--- src/rtl/rle_packet_arbiter.sv ---
// Round-robin packet arbiter sharing one run-length encoder between two byte sources.
// Optional macro RLE_STATS_EN adds stat_words, a saturating count of accepted output words.
module rle_packet_arbiter #(
    parameter int DATA_W = 8,
    parameter int CNT_W  = 8
) (
    input  logic                      clk,
    input  logic                      rst_n,
    input  logic [DATA_W-1:0]         s0_data,
    input  logic                      s0_valid,
    input  logic                      s0_last,
    output logic                      s0_ready,
    input  logic [DATA_W-1:0]         s1_data,
    input  logic                      s1_valid,
    input  logic                      s1_last,
    output logic                      s1_ready,
    output logic [DATA_W+CNT_W-1:0]   m_data,
    output logic                      m_src,
    output logic                      m_last,
    output logic                      m_valid,
    input  logic                      m_ready
`ifdef RLE_STATS_EN
    ,
    output logic [15:0]               stat_words
`endif
);

    localparam logic [1:0]       ST_IDLE  = 2'd0;
    localparam logic [1:0]       ST_RUN   = 2'd1;
    localparam logic [1:0]       ST_FLUSH = 2'd2;
    localparam logic [CNT_W-1:0] RMAX     = {CNT_W{1'b1}};

    logic [1:0]              state_reg, state_next;
    logic                    grant_reg, grant_next;
    logic                    rr_reg, rr_next;
    logic                    have_run_reg, have_run_next;
    logic [DATA_W-1:0]       cur_val_reg, cur_val_next;
    logic [CNT_W-1:0]        cur_cnt_reg, cur_cnt_next;
    logic [DATA_W+CNT_W-1:0] m_data_reg, m_data_next;
    logic                    m_src_reg, m_src_next;
    logic                    m_last_reg, m_last_next;
    logic                    m_valid_reg, m_valid_next;

    logic [DATA_W-1:0]       src_data [2];
    logic [1:0]              src_valid;
    logic [1:0]              src_last;
    logic [1:0]              src_ready;
    logic                    slot_free;
    logic                    accept;
    logic [DATA_W-1:0]       sel_data;

    assign src_data[0] = s0_data;
    assign src_data[1] = s1_data;
    assign src_valid   = {s1_valid, s0_valid};
    assign src_last    = {s1_last, s0_last};

    // A byte may only be taken when the output register can absorb whatever it emits.
    assign slot_free = !m_valid_reg || m_ready;

    generate
        for (genvar gi = 0; gi < 2; gi++) begin : g_ready
            assign src_ready[gi] = (state_reg == ST_RUN) && (grant_reg == 1'(gi)) && slot_free;
        end
    endgenerate

    assign s0_ready = src_ready[0];
    assign s1_ready = src_ready[1];
    assign sel_data = src_data[grant_reg];
    assign accept   = src_valid[grant_reg] && src_ready[grant_reg];

    always_comb begin
        state_next    = state_reg;
        grant_next    = grant_reg;
        rr_next       = rr_reg;
        have_run_next = have_run_reg;
        cur_val_next  = cur_val_reg;
        cur_cnt_next  = cur_cnt_reg;
        m_data_next   = m_data_reg;
        m_src_next    = m_src_reg;
        m_last_next   = m_last_reg;
        m_valid_next  = m_valid_reg && !m_ready;

        case (state_reg)
            ST_IDLE: begin
                if (|src_valid) begin
                    grant_next = (src_valid == 2'b11) ? rr_reg : src_valid[1];
                    state_next = ST_RUN;
                end
            end
            ST_RUN: begin
                if (accept) begin
                    if (!have_run_reg) begin
                        have_run_next = 1'b1;
                        cur_val_next  = sel_data;
                        cur_cnt_next  = CNT_W'(1);
                    end else if (sel_data == cur_val_reg && cur_cnt_reg != RMAX) begin
                        cur_cnt_next = cur_cnt_reg + CNT_W'(1);
                    end else begin
                        // Run broken or saturated: push the held run out, start afresh.
                        m_valid_next = 1'b1;
                        m_data_next  = {cur_val_reg, cur_cnt_reg};
                        m_src_next   = grant_reg;
                        m_last_next  = 1'b0;
                        cur_val_next = sel_data;
                        cur_cnt_next = CNT_W'(1);
                    end
                    if (src_last[grant_reg]) begin
                        state_next = ST_FLUSH;
                    end
                end
            end
            ST_FLUSH: begin
                if (slot_free) begin
                    m_valid_next  = 1'b1;
                    m_data_next   = {cur_val_reg, cur_cnt_reg};
                    m_src_next    = grant_reg;
                    m_last_next   = 1'b1;
                    have_run_next = 1'b0;
                    cur_val_next  = '0;
                    cur_cnt_next  = '0;
                    rr_next       = !grant_reg;
                    state_next    = ST_IDLE;
                end
            end
            default: begin
                state_next = ST_IDLE;
            end
        endcase
    end

    always_ff @(posedge clk or negedge rst_n) begin
        if (!rst_n) begin
            state_reg    <= ST_IDLE;
            grant_reg    <= 1'b0;
            rr_reg       <= 1'b0;
            have_run_reg <= 1'b0;
            cur_val_reg  <= '0;
            cur_cnt_reg  <= '0;
            m_data_reg   <= '0;
            m_src_reg    <= 1'b0;
            m_last_reg   <= 1'b0;
            m_valid_reg  <= 1'b0;
        end else begin
            state_reg    <= state_next;
            grant_reg    <= grant_next;
            rr_reg       <= rr_next;
            have_run_reg <= have_run_next;
            cur_val_reg  <= cur_val_next;
            cur_cnt_reg  <= cur_cnt_next;
            m_data_reg   <= m_data_next;
            m_src_reg    <= m_src_next;
            m_last_reg   <= m_last_next;
            m_valid_reg  <= m_valid_next;
        end
    end

    assign m_data  = m_data_reg;
    assign m_src   = m_src_reg;
    assign m_last  = m_last_reg;
    assign m_valid = m_valid_reg;

`ifdef RLE_STATS_EN
    logic [15:0] stat_words_reg;

    always_ff @(posedge clk or negedge rst_n) begin
        if (!rst_n) begin
            stat_words_reg <= '0;
        end else if (m_valid_reg && m_ready && stat_words_reg != 16'hFFFF) begin
            stat_words_reg <= stat_words_reg + 16'd1;
        end
    end

    assign stat_words = stat_words_reg;
`endif

endmodule

--- config.mk ---
export PLATFORM = sky130hd
export DESIGN_NAME = rle_packet_arbiter
export DESIGN_NICKNAME = d
export VERILOG_FILES = /design/src/rtl/rle_packet_arbiter.sv
export SDC_FILE = /design/constraint.sdc
export NUM_CORES = 1
export LEC_CHECK = 0
export ABC_CLOCK_PERIOD_IN_PS = 3000
export CORE_MARGIN = 4
export CORE_UTILIZATION = 50
export CTS_CLUSTER_SIZE = 8
export DETAILED_ROUTE_END_ITERATION = 7
export PLACE_DENSITY = 0.78
export REMOVE_ABC_BUFFERS = 1
export SLEW_MARGIN = 20
export SYNTH_ARGS = -nofsm -noshare
export SYNTH_HDL_FRONTEND = slang
export SYNTH_SLANG_ARGS = --single-unit
export TNS_END_PERCENT = 20
--- constraint.sdc ---
create_clock -name clk -period 3 [get_ports clk]
set_input_delay 0.9 -clock clk [delete_from_list [all_inputs] [get_ports clk]]
set_output_delay 0.9 -clock clk [all_outputs]
set_load 0.02 [all_outputs]
== Word-level counts from Yosys, hierarchy flattened ==
Index checks and enable logic that the tools add are counted.
Cells by class
  order comparisons: 2
  reductions and logical operators: 20
  bitwise gates (word level): 2
  add/subtract/negate cells: 1
  muxes and demuxes: 47
  equality and inequality tests: 12
Operator list (number)
  8-bit two-way mux: 10
  16-bit two-way mux: 4
  16-bit case mux with 2 select lines: 1
  8-bit case mux with 2 select lines: 2
  1-bit two-way mux: 21
  2-bit != test, second input constant: 5
  8-bit by 1-bit adder with 8-bit output, second input constant: 1
  8-bit == test: 1
  2-bit two-way mux: 4
  8-bit != test, second input constant: 1
  1-bit case mux with 2 select lines: 4
  4-bit AND reduction: 2
  1-bit logical AND: 7
  2-bit case mux with 3 select lines: 1
  5-bit AND reduction: 1
  2-bit == test, second input constant: 2
  2-bit AND reduction: 2
  1-bit logical NOT: 3
  3-bit != test, second input constant: 1
  3-bit AND reduction: 1
  2-bit by 1-bit == test with 1-bit output, second input constant: 1
  2-bit greater-or-equal comparator, second input constant: 1
  2-bit logical NOT: 1
  1-bit by 2-bit less-than comparator with 1-bit output, second input constant: 1
  other kinds (6): 6
Word-level totals
  register bits: 40
  logic and storage cells: 94

== Depth between registers and ports, before layout ==
Gate-level depths: netlist of run 1.
  depth after elaboration: 10
  mapped depth: 9
  mapped depth without buffers: 7

== Worst setup path after synthesis of run 1 ==
Ideal clock, no wire load.
  path type: input to register
  start point: in s1_data[2]
  end point: reg m_data_reg[10], in the netlist m_data[10]
  setup slack: 408 ps
  setup time: 125 ps
  arrival time: 2467 ps
  cell stages on the path: 7
  buffers on the path: 1
  cell sequence: mux2i_1 -> xor2_1 -> nand4_2 -> or2_4 -> o21ai_4 -> buf_12 -> mux2_4
On the way
  longest elaborated chain between the ends: 7
RTL lines
  start, declared: RTL line 13  | input logic [DATA_W-1:0] s1_data,
  8-bit two-way mux (implied by the code) (3 in series): RTL line 68  | assign sel_data = src_data[grant_reg];
  8-bit == test: RTL line 96  | end else if (sel_data == cur_val_reg && cur_cnt_reg != RMAX) begin
  1-bit logical AND: RTL line 96
  2-bit != test (no source line)
  5-bit AND reduction (no source line)
  end signal, assigned: RTL line 150  | m_data_reg <= m_data_next;
  end, declared: RTL line 39  | logic [DATA_W+CNT_W-1:0] m_data_reg, m_data_next;
Every way passes these cells. The select of a mux whose other input is x is not followed.
A chain may end at the register's enable or synchronous reset.

== Worst setup path in the final report of run 1 ==
  start point: in m_ready
  end point: out s1_ready
On the way
  longest elaborated chain between the ends: 2
RTL lines
  start, declared: RTL line 21  | input logic m_ready
  1-bit logical OR: RTL line 58  | assign slot_free = !m_valid_reg || m_ready;
  1-bit logical AND: RTL line 62  | assign src_ready[gi] = (state_reg == ST_RUN) && (grant_reg == 1'(gi)) && slot_free;
  end, declared: RTL line 16  | output logic s1_ready,
Every way passes these cells.

==> results.json, run 1 <==
{
  "status": "completed",
  "maxCapViolCount": 0,
  "synth-edff-count": 0,
  "gp_congestion": 0.8089,
  "tightest_slew_ns": 0.8532,
  "finalClockSkew_ns": 0.008585,
  "ys_types": 38,
  "coreArea_um2": 4058,
  "grt_max_degree": 41,
  "layout-drive-gt1-share": 0.2160,
  "hold_class": "reg -> reg",
  "switchingPower_mw": 1.033,
  "dp.cells": 293,
  "die_y_um": 73.44,
  "p_int_mw": 1.693,
  "cp-start-kind": "input port",
  "r2r-start": "grant_reg",
  "layout_setup_ws_ns": 0.1294,
  "power_frac_comb": 0.535,
  "clkSinkCount": 40,
  "hold_depth": 2,
  "cpPeakStageDelay_ns": 0.47,
  "end_kind": "output port",
  "die_w_um": 73.44,
  "die_area_um2": 5393,
  "synth.largest_area_cell": "dfrtp_1",
  "reg2reg_to": "cur_val_reg[4]",
  "start_util": 0.5276,
  "fmax_mhz": 348.4,
  "postLayoutCoreUtil": 0.6824,
  "fin_crit_sh": 0.9569,
  "wl_per_cell_um": 14.33,
  "cts_tree": "yes",
  "detail-route-antenna-nets": 0,
  "synth_ff_type": "dfrtp_1",
  "fillers": 317,
  "ir_worst_vdd_mv": 0.5480,
  "rsz0062_at_grt": "no",
  "drtIter0Drc": 74,
  "hold_viol": 0,
  "numPortBuffers": 43,
  "ys_warn_count": 0,
  "syn_avg_cell_area_um2": 11.09,
  "fin_crit_ns": 2.871,
  "cts_root_buffer": "clkbuf_8",
  "timing.final.max_slew_violations": 0,
  "cp.required_ns": 2.10,
  "synth_top_area_frac": 0.4676,
  "relSlewSlack": 0.4312,
  "antenna_found_initial": 0,
  "htreeDepth": 2,
  "crit_chain": "clkdlybuf4s50_1 -> nand2b_1 -> and3_1 -> dlygate4sd2_1",
  "p_clk_frac": 0.138,
  "synthArstFlopShare": 1.000,
  "syn_inst": 193,
  "synth_common_cells": "40 x dfrtp_1, 17 x nand2_1, 16 x mux2_2",
  "via_per_inst": 5.370,
  "path_buf_inv": 2,
  "grt_pass1_wl_um": 7590,
  "area_growth_pct": 29.34,
  "p_sw_frac": 0.3789,
  "r2r_slack_ns": 0.38,
  "hold_end": "rr_reg",
  "clkLatencyLatePin_ns": 0.29,
  "cts_buffers": 5,
  "routed_wl_um": 4298,
  "grt_overflow_total": 0,
  "grt_usage": 0.1805,
  "cts.path.max_buffers": 2,
  "clk_pin_slew_worst_paths_ns": 0.07,
  "synth.most_common_cell": "dfrtp_1",
  "synthTopCellsByArea": "dfrtp_1 47%, mux2_2 8.4%, mux2_4 7.0%, mux2i_1 4.2%, xor2_1 3.3%",
  "cp_slowest_cell": "clkdlybuf4s50_1",
  "drc": 0,
  "fin_nets": 278,
  "place_ws_ns": -0.1462,
  "crit_fanout": 2,
  "cp.depth": 4,
  "reg2reg_depth": 7,
  "ios": 44,
  "leakagePower_nw": 1.291,
  "critPathKind": "in -> out",
  "grt_pass1_vias": 1677,
  "ys_seq_elements": 40,
  "arrival_ns": 1.97,
  "rows": 23,
  "antenna_cells": 0,
  "largest_reg_flops": 16,
  "ys_seq_area_frac": 0.4676,
  "path_delay_family": "buffers and inverters",
  "dp_hpwl_um": 3179,
  "min_from": "rr_reg",
  "via_count": 1611,
  "hold_slack_ns": 0.4841,
  "powerDensity_nw_per_um2": 984.6,
  "setup_viol": 0,
  "dr.pass1.iters": 4,
  "p_seq_frac": 0.327,
  "final_cells": 300,
  "syn_area_um2": 2141
}
[tightest hold or removal path, cell delays in order, from the launching register on]
cell and delay (ns):
dfrtp_1 0.34, nand2_1 0.04, o21ai_0 0.06
[cells in the final DEF (no fill, tap or decap), types with 3 or more instances in the layout]
cell / count
dfrtp_1: 40
clkdlybuf4s50_1: 40
nand2_1: 17
mux2_2: 16
nor2_1: 14
buf_4: 14
a21oi_1: 12
nand3_1: 10
mux2_4: 10
mux2i_1: 9
xor2_1: 8
o21ai_0: 8
clkbuf_8: 7
inv_1: 6
ha_1: 5
a31oi_1: 4
and3_1: 3
nand4_1: 3
nand2b_1: 3
[layout make-up]
type	count	area, µm²	share of cell area
Multi-Input combinational cell	140	1059	0.3823
Sequential cell	40	1001	0.3615
Timing Repair Buffer	57	528.0	0.1907
Clock buffer	7	96.34	0.03479
Tap cell	50	62.56	0.02259
Inverter	6	22.52	0.008134
[metal layers]
metal / wire [µm] / up-vias / share of wire / track usage
li1: - / 791 / - / -
met1: 1947 / 782 / 0.45 / 0.2368
met2: 2099 / 32 / 0.49 / 0.2890
met3: 188 / 6 / 0.044 / 0.03967
met4: 63 / 0 / 0.015 / 0.07445
met5: 0 / - / 0 / 0
[through the flow]
stage	TNS (ns)	area [µm²]	power [mW]
floorplan	0	2082	1.849
global placement	-0.3002	2675	2.326
detailed placement	-0.4088	2675	2.366
CTS	0	2769	2.751
global route	0	2769	2.927
finish	0	2769	2.726
[cells by family (layout without fill, tap and decap cells)]
family,count (synthesis),in the layout,share of synthesized area
xor+xnor,8,8,0.03273
mux,35,35,0.1964
compound gates,29,29,0.08183
fa+ha+maj,5,5,0.02922
simple gates,63,63,0.1543
buf+inv,13,70,0.03799
flops,40,40,0.4676
[power groups by stage]
stage          clock, mW  sequential, mW  combinational [mW]
5_1_grt            0.414           0.917                1.60
2_1_floorplan          0           0.958               0.891
6_report           0.377           0.892                1.46
4_1_cts            0.385           0.894                1.47
3_3_place_gp           0           0.893                1.43
3_5_place_dp           0           0.899                1.47
[how the worst max path moves through the flow]
stage                          start   endpoint  slack [ns]
after global placement       m_ready   s0_ready       -0.16
after CTS                    m_ready   s1_ready        0.13
final                        m_ready   s1_ready        0.13
after detailed placement     m_ready   s1_ready       -0.15
after floorplan           s1_data[2]  m_data[0]        0.29
after global routing         m_ready   s1_ready        0.06
[what timing repair did]
action                     in CTS  in global routing
gates resized for setup         2                  0
hold buffers                    0                  0
buffers inserted                0                  0
setup endpoints to repair       2                  0
(Power assumes the default switching activity.)
==> run 2: changes to the inputs <==
- ABC_CLOCK_PERIOD_IN_PS: 3000 -> 2900
- clock period: 3 -> 2.9 ns (I/O delays scaled with it)
==> run 2 against run 1 <==
Power grew 7.7%; register-to-register slack lost 0.07 ns; first-iteration DRC count shrank 15%; critical path depth is the same; clock skew is essentially flat; critical endpoint unchanged; highest routed layer unchanged.
==> results.json, run 2 (synthesis gave the netlist of run 1 again) <==
{
  "detail-route-antenna-nets": 0,
  "cpPeakStageDelay_ns": 0.48,
  "start_util": 0.5276,
  "rows": 23,
  "relSlewSlack": 0.4211,
  "via_count": 1630,
  "ios": 44,
  "die_w_um": 73.44,
  "hold_viol": 0,
  "dp_hpwl_um": 3152,
  "maxCapViolCount": 0,
  "post_cts_buffers": 0,
  "r2r-start": "grant_reg",
  "grt_pass1_vias": 1745,
  "tightest_slew_ns": 0.8683,
  "clk_pin_slew_worst_paths_ns": 0.07,
  "reg2reg_depth": 8,
  "finalClockSkew_ns": 0.008578,
  "cts_root_buffer": "clkbuf_8",
  "path_delay_family": "buffers and inverters",
  "clkSinkCount": 40,
  "rsz0062_at_grt": "no",
  "die_y_um": 73.44,
  "layout-drive-gt1-share": 0.2283,
  "tns_ns": 0,
  "fin_nets": 281,
  "crit_chain": "clkdlybuf4s50_1 -> nand2b_1 -> and3_1 -> dlygate4sd2_1",
  "min_from": "rr_reg",
  "grt_pass1_wl_um": 7741,
  "largest_reg_flops": 16,
  "postCtsHoldBufs": 0,
  "coreArea_um2": 4058,
  "hold_end": "rr_reg",
  "reg2reg_to": "cur_val_reg[6]",
  "postLayoutCoreUtil": 0.6953,
  "grt_max_degree": 41,
  "crit_fanout": 2,
  "htreeDepth": 2,
  "timing.final.max_slew_violations": 0,
  "end_kind": "output port",
  "final_cell_mix": "40 x dfrtp_1, 40 x clkdlybuf4s50_1, 17 x nand2_1, 17 x buf_4, 16 x mux2_2",
  "cts.path.max_buffers": 2,
  "cp-start-kind": "input port",
  "ir_worst_vdd_mv": 0.6139,
  "cts_buffers": 5,
  "grt_usage": 0.1854,
  "cts_tree": "yes",
  "fmax_mhz": 354.3,
  "cp_slowest_cell": "clkdlybuf4s50_1",
  "critPathKind": "in -> out",
  "die_area_um2": 5393,
  "drc": 0,
  "hold_depth": 2,
  "antenna_found_initial": 0,
  "fin_crit_ns": 2.823,
  "clkLatencyLatePin_ns": 0.29,
  "area_growth_pct": 31.79,
  "powerDensity_nw_per_um2": 1041,
  "setup_viol": 0,
  "dr.pass1.iters": 4,
  "grt_overflow_total": 0,
  "via_per_inst": 5.362,
  "status": "completed",
  "numPortBuffers": 43,
  "hold_slack_ns": 0.4879,
  "routed_wl_um": 4287,
  "leakagePower_nw": 1.320,
  "fin_crit_sh": 0.9734,
  "drtIter0Drc": 63,
  "antenna_cells": 0,
  "r2r_slack_ns": 0.31,
  "gp_congestion": 0.8142,
  "cp.required_ns": 2.03,
  "hold_class": "reg -> reg",
  "path_buf_inv": 2,
  "wl_per_cell_um": 14.10,
  "arrival_ns": 1.95
}
==> run 2: cell count changes in the layout (fill, tap and decap cells not counted), sizes merged <==
cell / change
bufinv: +1
buf: +3
==> run 2: what timing repair did <==
item | in CTS | in global routing
endpoints found under the hold margin | 0 | 0
setup endpoints to repair | 2 | 0
gates resized for setup | 2 | 0
==> run 2: final cells by class <==
cell class / count / area [µm²]
well taps: 50 / 62.56
clock buffers: 7 / 96.34
inverters: 6 / 22.52
multi-input cells: 140 / 1059
fillers: 320 / 1236
clock inverters: 1 / 30.03
flip-flops and latches: 40 / 1001
repair buffers: 60 / 550.5
==> run 2: worst max path at each step <==
stage / startpoint / end / slack, ns / cells past startpoint
after CTS: m_ready / s1_ready / 0.08 / 4
final: m_ready / s1_ready / 0.08 / 4
after floorplan: s1_data[2] / m_data[0] / 0.22 / 6
after detailed placement: m_ready / s0_ready / -0.20 / 4
after global routing: m_ready / s1_ready / 0.007 / 4
after global placement: m_ready / s0_ready / -0.20 / 4
==> run 2: metal layers <==
| layer | routed length [µm] | track usage | vias up |
|---|---|---|---|
| met3 | 214 | 0.04788 | 7 |
| met5 | 0 | 0 | - |
| met1 | 1944 | 0.2288 | 777 |
| met4 | 60 | 0.07042 | 0 |
| met2 | 2067 | 0.3108 | 43 |
| li1 | - | - | 803 |
==> run 2: tightest hold or removal path: stages, from the launching register on <==
cell     delay (ns)
dfrtp_1        0.34
nand2_1        0.05
o21ai_0        0.06
==> run 2: per-stage QoR <==
step                      cells  setup slack, ns  total power [mW]  cell area [µm²]
after floorplan             186           0.2213             1.912             2082
after global placement      296          -0.2017             2.425             2698
after detailed placement    296          -0.1995             2.463             2698
after CTS                   304          0.08084             2.959             2821
after global routing        304         0.006709             3.154             2821
final                       304          0.07719             2.937             2821
==> run 2: power breakdown <==
part / switching, mW / internal (mW)
Combinational: 0.729 / 0.807
Clock: 0.186 / 0.303
Sequential: 0.166 / 0.746
Total: 1.08 / 1.86
==> run 3: changes to the inputs <==
- CORE_UTILIZATION: 50 -> 40
- CTS_CLUSTER_SIZE: 8 -> not set
- PLACE_DENSITY: 0.78 -> not set
==> run 3 against run 2 <==
Critical path depth is the same; setup slack gained 0.012 ns; non-clock buffer count up 1; count of clock-buffer cells in the layout did not move; combinational power barely moved; design area rose by 1.2%; die area increased by 22%; sequential power about the same; maximum frequency is 0.43% higher; via count is 1.9% lower; utilization decreased by 14 points; first-iteration DRC count fell by 14%; critical path type unchanged; largest power group unchanged.
==> results.json, run 3 (synthesis gave the netlist of run 1 again) <==
{
  "numPortBuffers": 43,
  "die_area_um2": 6586,
  "detail-route-antenna-nets": 0,
  "area_growth_pct": 33.31,
  "grt_pass1_wl_um": 7148,
  "ir_worst_vdd_mv": 0.4890,
  "clk_pin_slew_worst_paths_ns": 0.08,
  "die_w_um": 81.16,
  "crit_fanout": 2,
  "powerDensity_nw_per_um2": 1025,
  "finalClockSkew_ns": 0.003166,
  "wl_per_cell_um": 12.94,
  "htreeDepth": 2,
  "grt_usage": 0.1423,
  "crit_end": "s0_ready",
  "gp_congestion": 0.7743,
  "fmax_mhz": 355.8,
  "start_util": 0.4165,
  "antenna_found_initial": 0,
  "drtIter0Drc": 54,
  "dr.pass1.iters": 4,
  "cts.path.max_buffers": 2,
  "hold_viol": 0,
  "fin_crit_ns": 2.811,
  "rsz0062_at_grt": "no",
  "status": "completed",
  "hold_class": "reg -> reg",
  "die_y_um": 81.16,
  "coreArea_um2": 5140,
  "post_cts_buffers": 0,
  "grt_pass1_vias": 1585,
  "fin_crit_sh": 0.9693,
  "cpPeakStageDelay_ns": 0.46,
  "multi_input_area_um2": 1059,
  "fin_nets": 282,
  "cp-start-kind": "input port",
  "power_mw": 2.925,
  "r2r_slack_ns": 0.33,
  "end_kind": "output port",
  "largest_reg_flops": 16,
  "reg2reg_to": "m_data[5]",
  "leakagePower_nw": 1.325,
  "cts_buffers": 5,
  "cp_slowest_cell": "clkdlybuf4s50_1",
  "crit_chain": "clkdlybuf4s50_1 -> nor2b_1 -> nor3_1 -> dlygate4sd2_1",
  "via_per_inst": 4.920,
  "postCtsHoldBufs": 0,
  "grt_overflow_total": 0,
  "reg2reg_depth": 8,
  "cts_root_buffer": "clkbuf_8",
  "regArea_um2": 1001,
  "cp.required_ns": 2.03,
  "crit_path_start": "m_ready",
  "maxCapViolCount": 0,
  "timing.final.max_slew_violations": 0,
  "cts_resized": 2,
  "drc": 0,
  "path_delay_family": "buffers and inverters",
  "grt_max_degree": 41,
  "arrival_ns": 1.94,
  "setup_viol": 0,
  "path_buf_inv": 2,
  "fillers": 493,
  "critPathKind": "in -> out",
  "cp.depth": 4,
  "clkLatencyLatePin_ns": 0.28,
  "antenna_cells": 0,
  "final_cell_mix": "40 x dfrtp_1, 40 x clkdlybuf4s50_1, 18 x buf_4, 17 x nand2_1, 16 x mux2_2",
  "rows": 26,
  "clkSinkCount": 40,
  "ios": 44,
  "dp_hpwl_um": 3117,
  "layout-drive-gt1-share": 0.2314,
  "routed_wl_um": 4204,
  "r2r-start": "grant_reg",
  "relSlewSlack": 0.4076,
  "via_count": 1599,
  "tightest_slew_ns": 0.8886,
  "cts_tree": "yes",
  "hold_slack_ns": 0.4870
}
-- run 3: cell types whose count changed in the layout (fill, tap and decap cells not counted), sizes merged --
cell,change
buf,+1
-- run 3: routing by layer --
metal	up-vias	wire, µm	GRT usage	share of wire
met2	31	1948	0.2397	0.46
met3	4	207	0.04324	0.049
met4	0	46	0.04054	0.011
met1	759	2000	0.1760	0.48
li1	805	-	-	-
met5	-	0	0	0
-- run 3: layout make-up --
class | instances | area share
multi-input combinational | 140 | 0.3709
tap | 70 | 0.03069
clock inverter | 1 | 0.01052
clock buffer | 7 | 0.03376
timing repair buffer | 61 | 0.1955
sequential | 40 | 0.3507
inverter | 6 | 0.007891
-- run 3: worst reg2reg max path: stages (launching register included) --
cell     delay (ns)
dfrtp_1        0.74
buf_4          0.25
mux2i_1        0.25
xor2_1         0.17
nand2_1        0.09
or2_4          0.24
o21ai_4        0.17
buf_4          0.19
mux2_2         0.35
-- run 3: stage by stage --
step / utilization / cells / setup WS, ns / setup TNS [ns] / instance area (µm²)
6_report: 0.5553 / 325 / 0.08917 / 0 / 2854
4_1_cts: 0.5553 / 325 / 0.09033 / 0 / 2854
5_1_grt: 0.5553 / 325 / 0.04825 / 0 / 2854
3_3_place_gp: 0.5312 / 317 / -0.2202 / -1.366 / 2730
3_5_place_dp: 0.5312 / 317 / -0.2042 / -1.791 / 2730
2_1_floorplan: - / 186 / 0.2213 / 0 / 2082
-- run 3: how the worst min path moves through the flow --
stage	from	to	slack, ns	cells past startpoint
after global placement	rr_reg	rr_reg	0.46	2
after CTS	rr_reg	rr_reg	0.49	2
after floorplan	rr_reg	rr_reg	0.45	2
final	rr_reg	rr_reg	0.49	2
after detailed placement	rr_reg	rr_reg	0.47	2
after global routing	rr_reg	rr_reg	0.52	2
-- run 3: report_power, final --
part | switching [mW] | internal [mW] | total, mW
clock | 0.191 | 0.304 | 0.494
combinational | 0.707 | 0.811 | 1.52
sequential | 0.167 | 0.746 | 0.913
